==> src/rtl/aud_transport_ctrl.sv <==
// ---------------------------------------------------------------------------
// aud_transport_ctrl
//
// Transport sequencer for the lab3 audio path. Key pulses (start / pause /
// stop) and a record/play mode bit become single-cycle control pulses for
// the I2S recorder and the DSP player. The block also owns the SRAM address
// and write-enable mux between those two requesters. It latches the
// end-of-recording address and keeps an elapsed-seconds count for the
// display.
//
// Optional feature macro: LOOP_PLAY_EN
//   When defined, reaching the end of recorded data during playback does
//   not return to IDLE. The block pulses o_play_stop and then o_play_start
//   on the next cycle, so the player restarts from address 0. It also
//   clears o_seconds. When undefined, end of data returns to IDLE.
//
// Parameters:
//   ADDR_W     SRAM word-address width
//   ADDR_MAX   last writable address; recording auto-stops here
//   SEC_TICKS  i_sample_tick pulses per elapsed second
//   SEC_W      width of the seconds counter (saturates at all-ones)
//
// Ports:
//   i_clk, i_rst        clock, synchronous active-high reset
//   i_key_start         one-cycle start/resume key pulse
//   i_key_pause         one-cycle pause key pulse
//   i_key_stop          one-cycle stop key pulse
//   i_mode              0 = record, 1 = play (only looked at in IDLE)
//   i_sample_tick       one pulse per audio sample
//   i_rec_addr/data/wr  recorder write request
//   i_play_addr         player read address
//   o_rec_*             registered recorder control pulses
//   o_play_*            registered player control pulses
//   o_sram_addr         muxed SRAM address
//   o_sram_wdata        SRAM write data
//   o_sram_we_n         SRAM write enable, active-low
//   o_end_addr          one past the last recorded word
//   o_state             IDLE=0, REC=1, REC_PAUSE=2, PLAY=3, PLAY_PAUSE=4
//   o_seconds           elapsed seconds in the current session
// ---------------------------------------------------------------------------
module aud_transport_ctrl #(
   parameter int                ADDR_W    = 20,
   parameter logic [ADDR_W-1:0] ADDR_MAX  = {ADDR_W{1'b1}},
   parameter int                SEC_TICKS = 32000,
   parameter int                SEC_W     = 6
) (
   input  logic              i_clk,
   input  logic              i_rst,
   input  logic              i_key_start,
   input  logic              i_key_pause,
   input  logic              i_key_stop,
   input  logic              i_mode,
   input  logic              i_sample_tick,
   input  logic [ADDR_W-1:0] i_rec_addr,
   input  logic [15:0]       i_rec_data,
   input  logic              i_rec_wr,
   input  logic [ADDR_W-1:0] i_play_addr,
   output logic              o_rec_start,
   output logic              o_rec_pause,
   output logic              o_rec_stop,
   output logic              o_play_start,
   output logic              o_play_pause,
   output logic              o_play_stop,
   output logic [ADDR_W-1:0] o_sram_addr,
   output logic [15:0]       o_sram_wdata,
   output logic              o_sram_we_n,
   output logic [ADDR_W-1:0] o_end_addr,
   output logic [2:0]        o_state,
   output logic [SEC_W-1:0]  o_seconds
);

   localparam int TICK_W = (SEC_TICKS > 1) ? $clog2(SEC_TICKS) : 1;
   localparam logic [TICK_W-1:0] TICK_LAST = TICK_W'(SEC_TICKS - 1);

   typedef enum logic [2:0] {
      ST_IDLE       = 3'd0,
      ST_REC        = 3'd1,
      ST_REC_PAUSE  = 3'd2,
      ST_PLAY       = 3'd3,
      ST_PLAY_PAUSE = 3'd4
   } state_t;

   state_t              state_q;
   logic                recStart_q;
   logic                recPause_q;
   logic                recStop_q;
   logic                playStart_q;
   logic                playPause_q;
   logic                playStop_q;
   logic [ADDR_W-1:0]   endAddr_q;
   logic [SEC_W-1:0]    seconds_q;
   logic [SEC_W-1:0]    seconds_d;
   logic [TICK_W-1:0]   tickCount_q;
   logic [TICK_W-1:0]   tickCount_d;
`ifdef LOOP_PLAY_EN
   logic                loopPending_q;
`endif

   logic keyStop;
   logic keyPause;
   logic keyStart;
   logic recFull;
   logic playEnd;
   logic counting;
   logic secWrap;

   // Key priority: stop beats pause beats start. Lower-priority keys that
   // arrive in the same cycle are dropped.
   assign keyStop  = i_key_stop;
   assign keyPause = i_key_pause & ~i_key_stop;
   assign keyStart = i_key_start & ~i_key_pause & ~i_key_stop;

   // A write that lands on the last address fills memory and ends the take.
   assign recFull  = i_rec_wr & (i_rec_addr == ADDR_MAX);
   assign playEnd  = (i_play_addr >= endAddr_q);

   // Elapsed time only advances while audio is actually moving.
   // Paused and idle states freeze both counters.
   assign counting = (state_q == ST_REC) || (state_q == ST_PLAY);
   assign secWrap  = counting & i_sample_tick & (tickCount_q == TICK_LAST);

   // Free-running seconds arithmetic. The FSM below overrides it whenever
   // a session start or loop restart needs the counters cleared.
   always_comb begin
      tickCount_d = tickCount_q;
      seconds_d   = seconds_q;
      if (counting && i_sample_tick) begin
         if (secWrap) begin
            tickCount_d = '0;
            if (seconds_q != {SEC_W{1'b1}}) begin
               seconds_d = seconds_q + SEC_W'(1);
            end
         end else begin
            tickCount_d = tickCount_q + TICK_W'(1);
         end
      end
   end

   // Transport FSM. All control pulses are registered, so each one appears
   // for exactly one cycle, in the cycle after the key that caused it.
   // Reset clears the pulses directly, so an abort never emits a stop pulse.
   always_ff @(posedge i_clk) begin
      if (i_rst) begin
         state_q       <= ST_IDLE;
         recStart_q    <= 1'b0;
         recPause_q    <= 1'b0;
         recStop_q     <= 1'b0;
         playStart_q   <= 1'b0;
         playPause_q   <= 1'b0;
         playStop_q    <= 1'b0;
         endAddr_q     <= '0;
         seconds_q     <= '0;
         tickCount_q   <= '0;
`ifdef LOOP_PLAY_EN
         loopPending_q <= 1'b0;
`endif
      end else begin
         recStart_q  <= 1'b0;
         recPause_q  <= 1'b0;
         recStop_q   <= 1'b0;
         playStart_q <= 1'b0;
         playPause_q <= 1'b0;
         playStop_q  <= 1'b0;
         seconds_q   <= seconds_d;
         tickCount_q <= tickCount_d;

         case (state_q)
            ST_IDLE: begin
               if (keyStart) begin
                  if (!i_mode) begin
                     state_q     <= ST_REC;
                     recStart_q  <= 1'b1;
                     seconds_q   <= '0;
                     tickCount_q <= '0;
                  end else if (endAddr_q != '0) begin
                     // Playback only makes sense once something was recorded.
                     state_q     <= ST_PLAY;
                     playStart_q <= 1'b1;
                     seconds_q   <= '0;
                  end
               end
            end

            ST_REC: begin
               if (recFull) begin
                  // The final write still completes this cycle because the
                  // write enable is driven from the current state.
                  state_q   <= ST_IDLE;
                  recStop_q <= 1'b1;
                  endAddr_q <= ADDR_MAX;
               end else if (keyStop) begin
                  state_q   <= ST_IDLE;
                  recStop_q <= 1'b1;
                  endAddr_q <= i_rec_wr ? (i_rec_addr + ADDR_W'(1)) : i_rec_addr;
               end else if (keyPause) begin
                  state_q    <= ST_REC_PAUSE;
                  recPause_q <= 1'b1;
               end
            end

            ST_REC_PAUSE: begin
               if (keyStop) begin
                  state_q   <= ST_IDLE;
                  recStop_q <= 1'b1;
                  endAddr_q <= i_rec_addr;
               end else if (keyStart) begin
                  state_q    <= ST_REC;
                  recStart_q <= 1'b1;
               end
            end

            ST_PLAY: begin
`ifdef LOOP_PLAY_EN
               // Looping: a stop pulse is followed by a start pulse one cycle
               // later. End-of-data is not re-examined while the restart is
               // pending, because the player has not yet rewound its address.
               if (keyStop) begin
                  state_q       <= ST_IDLE;
                  playStop_q    <= 1'b1;
                  loopPending_q <= 1'b0;
               end else if (loopPending_q) begin
                  playStart_q   <= 1'b1;
                  loopPending_q <= 1'b0;
               end else if (playEnd) begin
                  playStop_q    <= 1'b1;
                  loopPending_q <= 1'b1;
                  seconds_q     <= '0;
               end else if (keyPause) begin
                  state_q     <= ST_PLAY_PAUSE;
                  playPause_q <= 1'b1;
               end
`else
               if (keyStop || playEnd) begin
                  state_q    <= ST_IDLE;
                  playStop_q <= 1'b1;
               end else if (keyPause) begin
                  state_q     <= ST_PLAY_PAUSE;
                  playPause_q <= 1'b1;
               end
`endif
            end

            ST_PLAY_PAUSE: begin
               if (keyStop) begin
                  state_q    <= ST_IDLE;
                  playStop_q <= 1'b1;
               end else if (keyStart) begin
                  state_q     <= ST_PLAY;
                  playStart_q <= 1'b1;
               end
            end

            default: begin
               state_q <= ST_IDLE;
            end
         endcase
      end
   end

   // SRAM ownership follows the registered state. Only an active recording
   // may write, so stray recorder strobes in any other state are harmless.
   always_comb begin
      o_sram_addr = '0;
      case (state_q)
         ST_REC, ST_REC_PAUSE:   o_sram_addr = i_rec_addr;
         ST_PLAY, ST_PLAY_PAUSE: o_sram_addr = i_play_addr;
         default:                o_sram_addr = '0;
      endcase
   end

   assign o_sram_we_n  = ~((state_q == ST_REC) & i_rec_wr);
   assign o_sram_wdata = i_rec_data;

   assign o_rec_start  = recStart_q;
   assign o_rec_pause  = recPause_q;
   assign o_rec_stop   = recStop_q;
   assign o_play_start = playStart_q;
   assign o_play_pause = playPause_q;
   assign o_play_stop  = playStop_q;
   assign o_end_addr   = endAddr_q;
   assign o_state      = state_q;
   assign o_seconds    = seconds_q;

endmodule

==> config.mk <==
export PLATFORM = sky130hd
export DESIGN_NAME = aud_transport_ctrl
export DESIGN_NICKNAME = d
export VERILOG_FILES = /design/src/rtl/aud_transport_ctrl.sv
export SDC_FILE = /design/constraint.sdc
export NUM_CORES = 1
export LEC_CHECK = 0
export ABC_AREA = 1
export CAP_MARGIN = 20
export CORE_ASPECT_RATIO = 1.5
export CORE_MARGIN = 1.5
export CORE_UTILIZATION = 41
export CTS_CLUSTER_SIZE = 28
export DETAILED_ROUTE_END_ITERATION = 12
export HOLD_SLACK_MARGIN = 0.02
export PLACE_DENSITY_LB_ADDON = 0.08
export SLEW_MARGIN = 20
export SYNTH_ARGS = -nofsm -noshare
export SYNTH_HDL_FRONTEND = slang
export SYNTH_SLANG_ARGS = --single-unit
==> constraint.sdc <==
create_clock -name i_clk -period 1.7 [get_ports i_clk]
set_clock_uncertainty 0.1 [all_clocks]
set_input_delay 0.255 -clock i_clk [delete_from_list [all_inputs] [get_ports i_clk]]
set_output_delay 0.255 -clock i_clk [all_outputs]
set_load 0.03 [all_outputs]
### Word-level counts from Yosys, hierarchy flattened

Cells that the tools add are included.

| cells by class | value |
|---|---|
| equality and inequality tests | 15 |
| multiply operators | 0 |
| div/mod/pow operators | 0 |
| order comparisons | 1 |
| $add $sub $neg | 3 |
| shifts and indexed selects | 0 |
| bitwise gates (word level) | 12 |
| reduce and logical (&&, ||, !) cells | 12 |
| mux-type cells | 46 |

Operators by type and width:

| operator | number |
|---|---|
| 2-to-1 mux 20 bit | 4 |
| one-hot mux 20 bit (2 select lines) | 2 |
| 2-to-1 mux 15 bit | 5 |
| 2-to-1 mux 6 bit | 7 |
| 2-to-1 mux 3 bit | 12 |
| adder 20 x 1 -> 20 bit (second input constant) | 1 |
| equality test 20 bit (second input constant) | 1 |
| greater-or-equal comparator 20 bit | 1 |
| nonzero test 20 bit | 1 |
| adder 15 x 1 -> 15 bit (second input constant) | 1 |
| equality test 15 bit (second input constant) | 1 |
| one-hot mux 3 bit (5 select lines) | 1 |
| != test 3 bit (second input constant) | 4 |
| 2-to-1 mux 1 bit | 11 |
| one-hot mux 1 bit (2 select lines) | 4 |
| AND 1 bit | 7 |
| adder 6 x 1 -> 6 bit (second input constant) | 1 |
| equality test 3 x 2 -> 1 bit (second input constant) | 2 |
| != test 6 bit (second input constant) | 1 |
| AND reduction 6 bit | 1 |
| NOT 1 bit | 5 |
| != test 2 bit (second input constant) | 2 |
| != test 4 bit (second input constant) | 1 |
| OR reduction 2 bit | 2 |
| 10 further kinds | 11 |

| word-level totals | value |
|---|---|
| bits in registers | 50 |
| word-level logic and storage cells | 99 |
| ROM bits | 0 |
| output and inout bits | 72 |
| bits in latches | 0 |
| input bits | 64 |
| bits in writable memories | 0 |
| memories | 0 |

### Depth between registers and ports, before layout

| depth | value |
|---|---|
| word-level depth | 10 |
| mapped depth | 15 |
| gate-level depth less buffers | 15 |

### Least setup slack after synthesis

Ideal clock, no wire load.

| timing | value |
|---|---|
| path type | register -> output |
| from | register state_q[1], in the netlist o_state[1] |
| to | output port o_sram_addr[10] |
| arrival time | 1831 ps |
| stages on the path, launching flop included | 6 |
| data required time | 1345 ps |
| path slack | -486 ps |
| cell sequence | dfxtp_1 > nand2_2 > nand2_1 > inv_1 > clkbuf_1 > o21ai_0 |

| on the way | value |
|---|---|
| cells in the longest elaborated chain, start to end | 3 |
| elaborated cells between the ends (all ways) | 7 |

RTL lines:

| element | RTL line | text |
|---|---|---|
| start: declaration | 83 | `state_t state_q;` |
| start signal: assignment | 144 | `state_q <= ST_IDLE;` |
| start signal: assignment | 171 | `state_q <= ST_REC;` |
| start signal: assignment | 177 | `state_q <= ST_PLAY;` |
| equality test 3 x 2 -> 1 bit, or another cell as far along | 264 | `case (state_q)` |
| OR reduction 2 bit | 264 |  |
| one-hot mux 20 bit (2 select lines) (*) | 264 |  |
| end: declaration | 64 | `output logic [ADDR_W-1:0] o_sram_addr,` |

Mark *: on every way between the ends. The rest lies on a longest branch, timed or not.

### Final worst setup path

| timing | value |
|---|---|
| from | register state_q[2], in the netlist o_state[2] |
| to | output port o_sram_addr[5] |

Same word-level chain as after synthesis.

==> results.md <==
- In this run the standard cell core region covers 0.008828 mm^2.
- The largest fanout of any net on the critical path is 5.
- The worst setup path is launched from a flip-flop.
- During placement, the flow inserted port buffers numbering 103.
- Clock latency on the worst-skew pair, taken at its later pin, is 290 ps.
- The max-slew violation total from the final report was 0.
- In this run the remaining antenna-violating nets after routing total 0.
- The setup violation total in the final timing report is 55.
- The number of DRC violations after detailed-routing iteration 0 is 242.
- At the pin with the least slew margin, the transition time is 491.5 ps.
- The CTS tree is built.
- Cells with a size suffix above 1 make up 53.74% of the layout.
- The number of top-level pins is 136.
- IR analysis of the VDD net gives a maximum drop of 0.001195 V.
- For this run, the register share of the synthesized area comes to 26.85%.
- The final routed wirelength across all metal layers is 16.26 mm.
- The arrival time of the worst setup path is 1680 ps.
- The DRC violation count after routing is 0.
- In this run, CTS created clock tree buffers numbering 5.
- For this run, the top clock speed supported by timing is 490.4 MHz.
- The critical path start-end classification is reg -> out.
- The die width is 80.85 um.
- Setup repair after global routing could not meet its margin everywhere.
- The HPWL after detailed placement is 10.55 mm.
- The depth of the worst hold-timing path is 0.
- The top flip-flop cell by instance count after synthesis is sky130_fd_sc_hd__dfxtp_1.
- The residual overflow from global routing is 0.
- The max capacitance violation total is 0.
- The ratio of final minimum period to clock period is 119.9%.
- After synthesis, the share of flip-flops with an asynchronous set or reset is 0%.
- 0 antenna diodes ended up in the layout.
- The die extent in y is 119.8 um.
- The worst hold path belongs to the class in -> out.
- The register area is 0.001062 mm^2.
- Dividing the detail-routed wire length by the instance count gives 17.34 um.
- The first global-routing pass estimated 22.94 mm of wire.
- Entering global routing, the biggest net connects 25 pins.
- The completed layout was analyzed and its total power is 11.17 mW.
- The finished layout cell area is 0.007481 mm^2.
- The most common library cell in the layout ignoring fill and taps is sky130_fd_sc_hd__buf_4.
- The flip-flop and latch count after synthesis is 50.
- The hold violation count in the final report is 0.
- The total die area is 0.009684 mm^2.
- The setup slack of the critical path after layout is -339.1 ps.
- In this run, synthesis inferred 0 flip-flops with an integrated enable.
- The worst pin sits at a relative slew slack of 66.98%.
- The average size of a mapped cell is 6.597 um^2.
- The total power per unit cell area is 1493 mW/mm^2.
- The pre-CTS setup slack is -665.2 ps.
- The length in cells of the worst reg-to-reg path is 12.
- The yosys synthesis warning count is 0.
- The type of element capturing the critical path is an output port.
- The minimum period implied by the final worst setup slack is 2039 ps.
- The first-pass iteration count of the detailed router is 5.
- The mapped netlist covers 0.003727 mm^2.
- The global placement routability congestion is 0.9404.
- The number of nets in the synthesized netlist is 652.
- The static leakage is 3.337 nW.
- The minimum setup slack among reg-to-reg paths is -300 ps.
- The via total after detailed routing is 4938.
- The checks that failed: negative setup slack.
- The post-route setup TNS is -9636 ps.
- The multi-input combinational cells in the finished layout cover a total of 0.003217 mm^2.
- Fill cells in the final layout number 496.
- The signed area change from the synthesized netlist to the final layout is 100.7%.
- The startpoint identified for the worst register-to-register timing path is o_end_addr[11]$_SDFFE_PP0P_.
- The number of sinks handled by clock tree synthesis is 50.
- After clock tree synthesis, the clock-pin slew on the worst setup and hold paths is 70 ps.
- The number of buffers on the longest clock path is 2.
- The root buffer cell is sky130_fd_sc_hd__clkbuf_16.
- The flow ran to the end, but the final reports show violations.
- The number of antenna violations at the first check in global routing is 0.
- After synthesis, the netlist uses 40 different library cells.
- The library cells used most frequently in the layout, excluding fill and tap cells, are sky130_fd_sc_hd__buf_4 (147), sky130_fd_sc_hd__nand2_1 (66), sky130_fd_sc_hd__inv_1 (63), sky130_fd_sc_hd__dlygate4sd2_1 (60), sky130_fd_sc_hd__nor2_1 (41).
- CTS built an H-tree with a depth of 2.
- The end of the worst hold path is o_sram_wdata[15].
- The effective utilization at floorplan is 42.22%.
- In the routed layout, each cell is associated on average with a via count of 5.264.
- Summing all placed instances gives a cell area of 0.005923 mm^2.
- In this run the most critical hold path is launched from i_rec_data[15].
- The number of global-route vias before repair is 4991.
- On the final layout, the worst hold slack is 410.0 ps.
- The beginning of the critical path is o_state[2]$_SDFFE_PP0P_.
- The critical register-to-register path endpoint is o_state[2]$_SDFFE_PP0P_.
- The count of mapped cells out of synthesis is 565.
- For the worst setup path, the data required time is 1340 ps.
- The number of rows in the core area is 42.
- The total routing usage reported by global routing is 31.01%.
- At the end of the flow, the number of nets in the layout was 914.
==> report_power, final <==
part | total (mW) | internal (mW) | switching, mW
Clock | 1.22 | 0.729 | 0.489
Combinational | 8.09 | 3.63 | 4.46
Sequential | 1.86 | 1.58 | 0.276
Total | 11.2 | 5.95 | 5.22
==> synth_stat cells, drive strengths merged (2+ instances only) <==
library cell  count  area share, %
ha               23            7.7
nor4              2           0.34
buf              22            4.5
nand2           113             12
nand3            31            4.6
a21oi            24            3.4
inv              91            9.2
a21o              2           0.40
o21ai            41            5.5
clkbuf            3           0.30
a31oi             9            1.5
dfxtp            50             27
xor2             16            3.8
xnor2             5            1.2
nor2             83             10
nor3b             3           0.60
nand4            13            2.2
a22o              6            1.4
nor3             19            2.7
==> layer usage <==
metal	vias to the layer above	share of wire [%]	GRT usage, %
li1	2333	-	-
met1	2355	35	30.30
met2	189	56	58.65
met3	61	4.3	3.878
met4	0	5.5	19.61
met5	-	0	0
==> state kept, by name, summed over array words and instances (netlist names) <==
register / count
o_play_stop: 1
o_play_pause: 1
o_state: 3
tickCount_q: 15
o_rec_pause: 1
o_seconds: 6
o_rec_stop: 1
o_end_addr: 20
o_play_start: 1
o_rec_start: 1
==> critical path, cell delays in order, from the launching register on <==
cell                      delay, ps
sky130_fd_sc_hd__dfxtp_4        360
sky130_fd_sc_hd__inv_4           80
sky130_fd_sc_hd__nand2_4         80
sky130_fd_sc_hd__nor2_4         130
sky130_fd_sc_hd__inv_2           70
sky130_fd_sc_hd__nand2_8        100
sky130_fd_sc_hd__buf_8          120
sky130_fd_sc_hd__inv_8           40
sky130_fd_sc_hd__buf_12         140
sky130_fd_sc_hd__o21ai_4        120
sky130_fd_sc_hd__buf_6          140
==> metrics by stage <==
stage / util [%] / instances
after floorplan: - / 565
after global placement: 67.09 / 891
after detailed placement: 67.09 / 891
after CTS: 78.63 / 929
after global routing: 84.74 / 938
final: 84.74 / 938
==> kinds of logic after synthesis <==
kind of cell | count (synthesis) | synth area share [%]
AND/OR/NAND/NOR | 266 | 32.96
buffers and inverters | 117 | 14.07
AO/OA/AOI/OAI | 88 | 13.46
flip-flops | 50 | 26.85
adder cells (fa/ha/maj) | 23 | 7.721
XOR/XNOR | 21 | 4.934
==> final cells by class <==
type | instances | area share, %
clock buffers | 7 | 2.342
clock inverters | 1 | 0.1171
inverters | 92 | 5.051
multi-input cells | 399 | 43.00
flip-flops and latches | 50 | 14.20
well taps | 110 | 1.840
repair buffers | 278 | 33.33
repair inverters | 1 | 0.1171
==> repair_timing <==
item                                    4_1_cts  5_1_grt
endpoints found under the setup margin       90       70
hold buffers                                  0        0
gates cloned                                  5        0
pin swaps                                    83       42
buffers inserted                             27       13
gates resized for setup                     296      125
==> how the worst max path moves through the flow <==
stage / end / slack (ps) / cells after the start
after global routing: o_sram_addr[5] / -380 / 9
after detailed placement: o_play_pause$_SDFF_PP0_ / -670 / 10
after floorplan: o_state[1]$_SDFFE_PP0P_ / -110 / 12
final: o_sram_addr[5] / -340 / 10
after CTS: o_sram_addr[19] / -340 / 10
after global placement: o_play_pause$_SDFF_PP0_ / -670 / 10
Note: power is estimated with default switching activity, not from simulation.
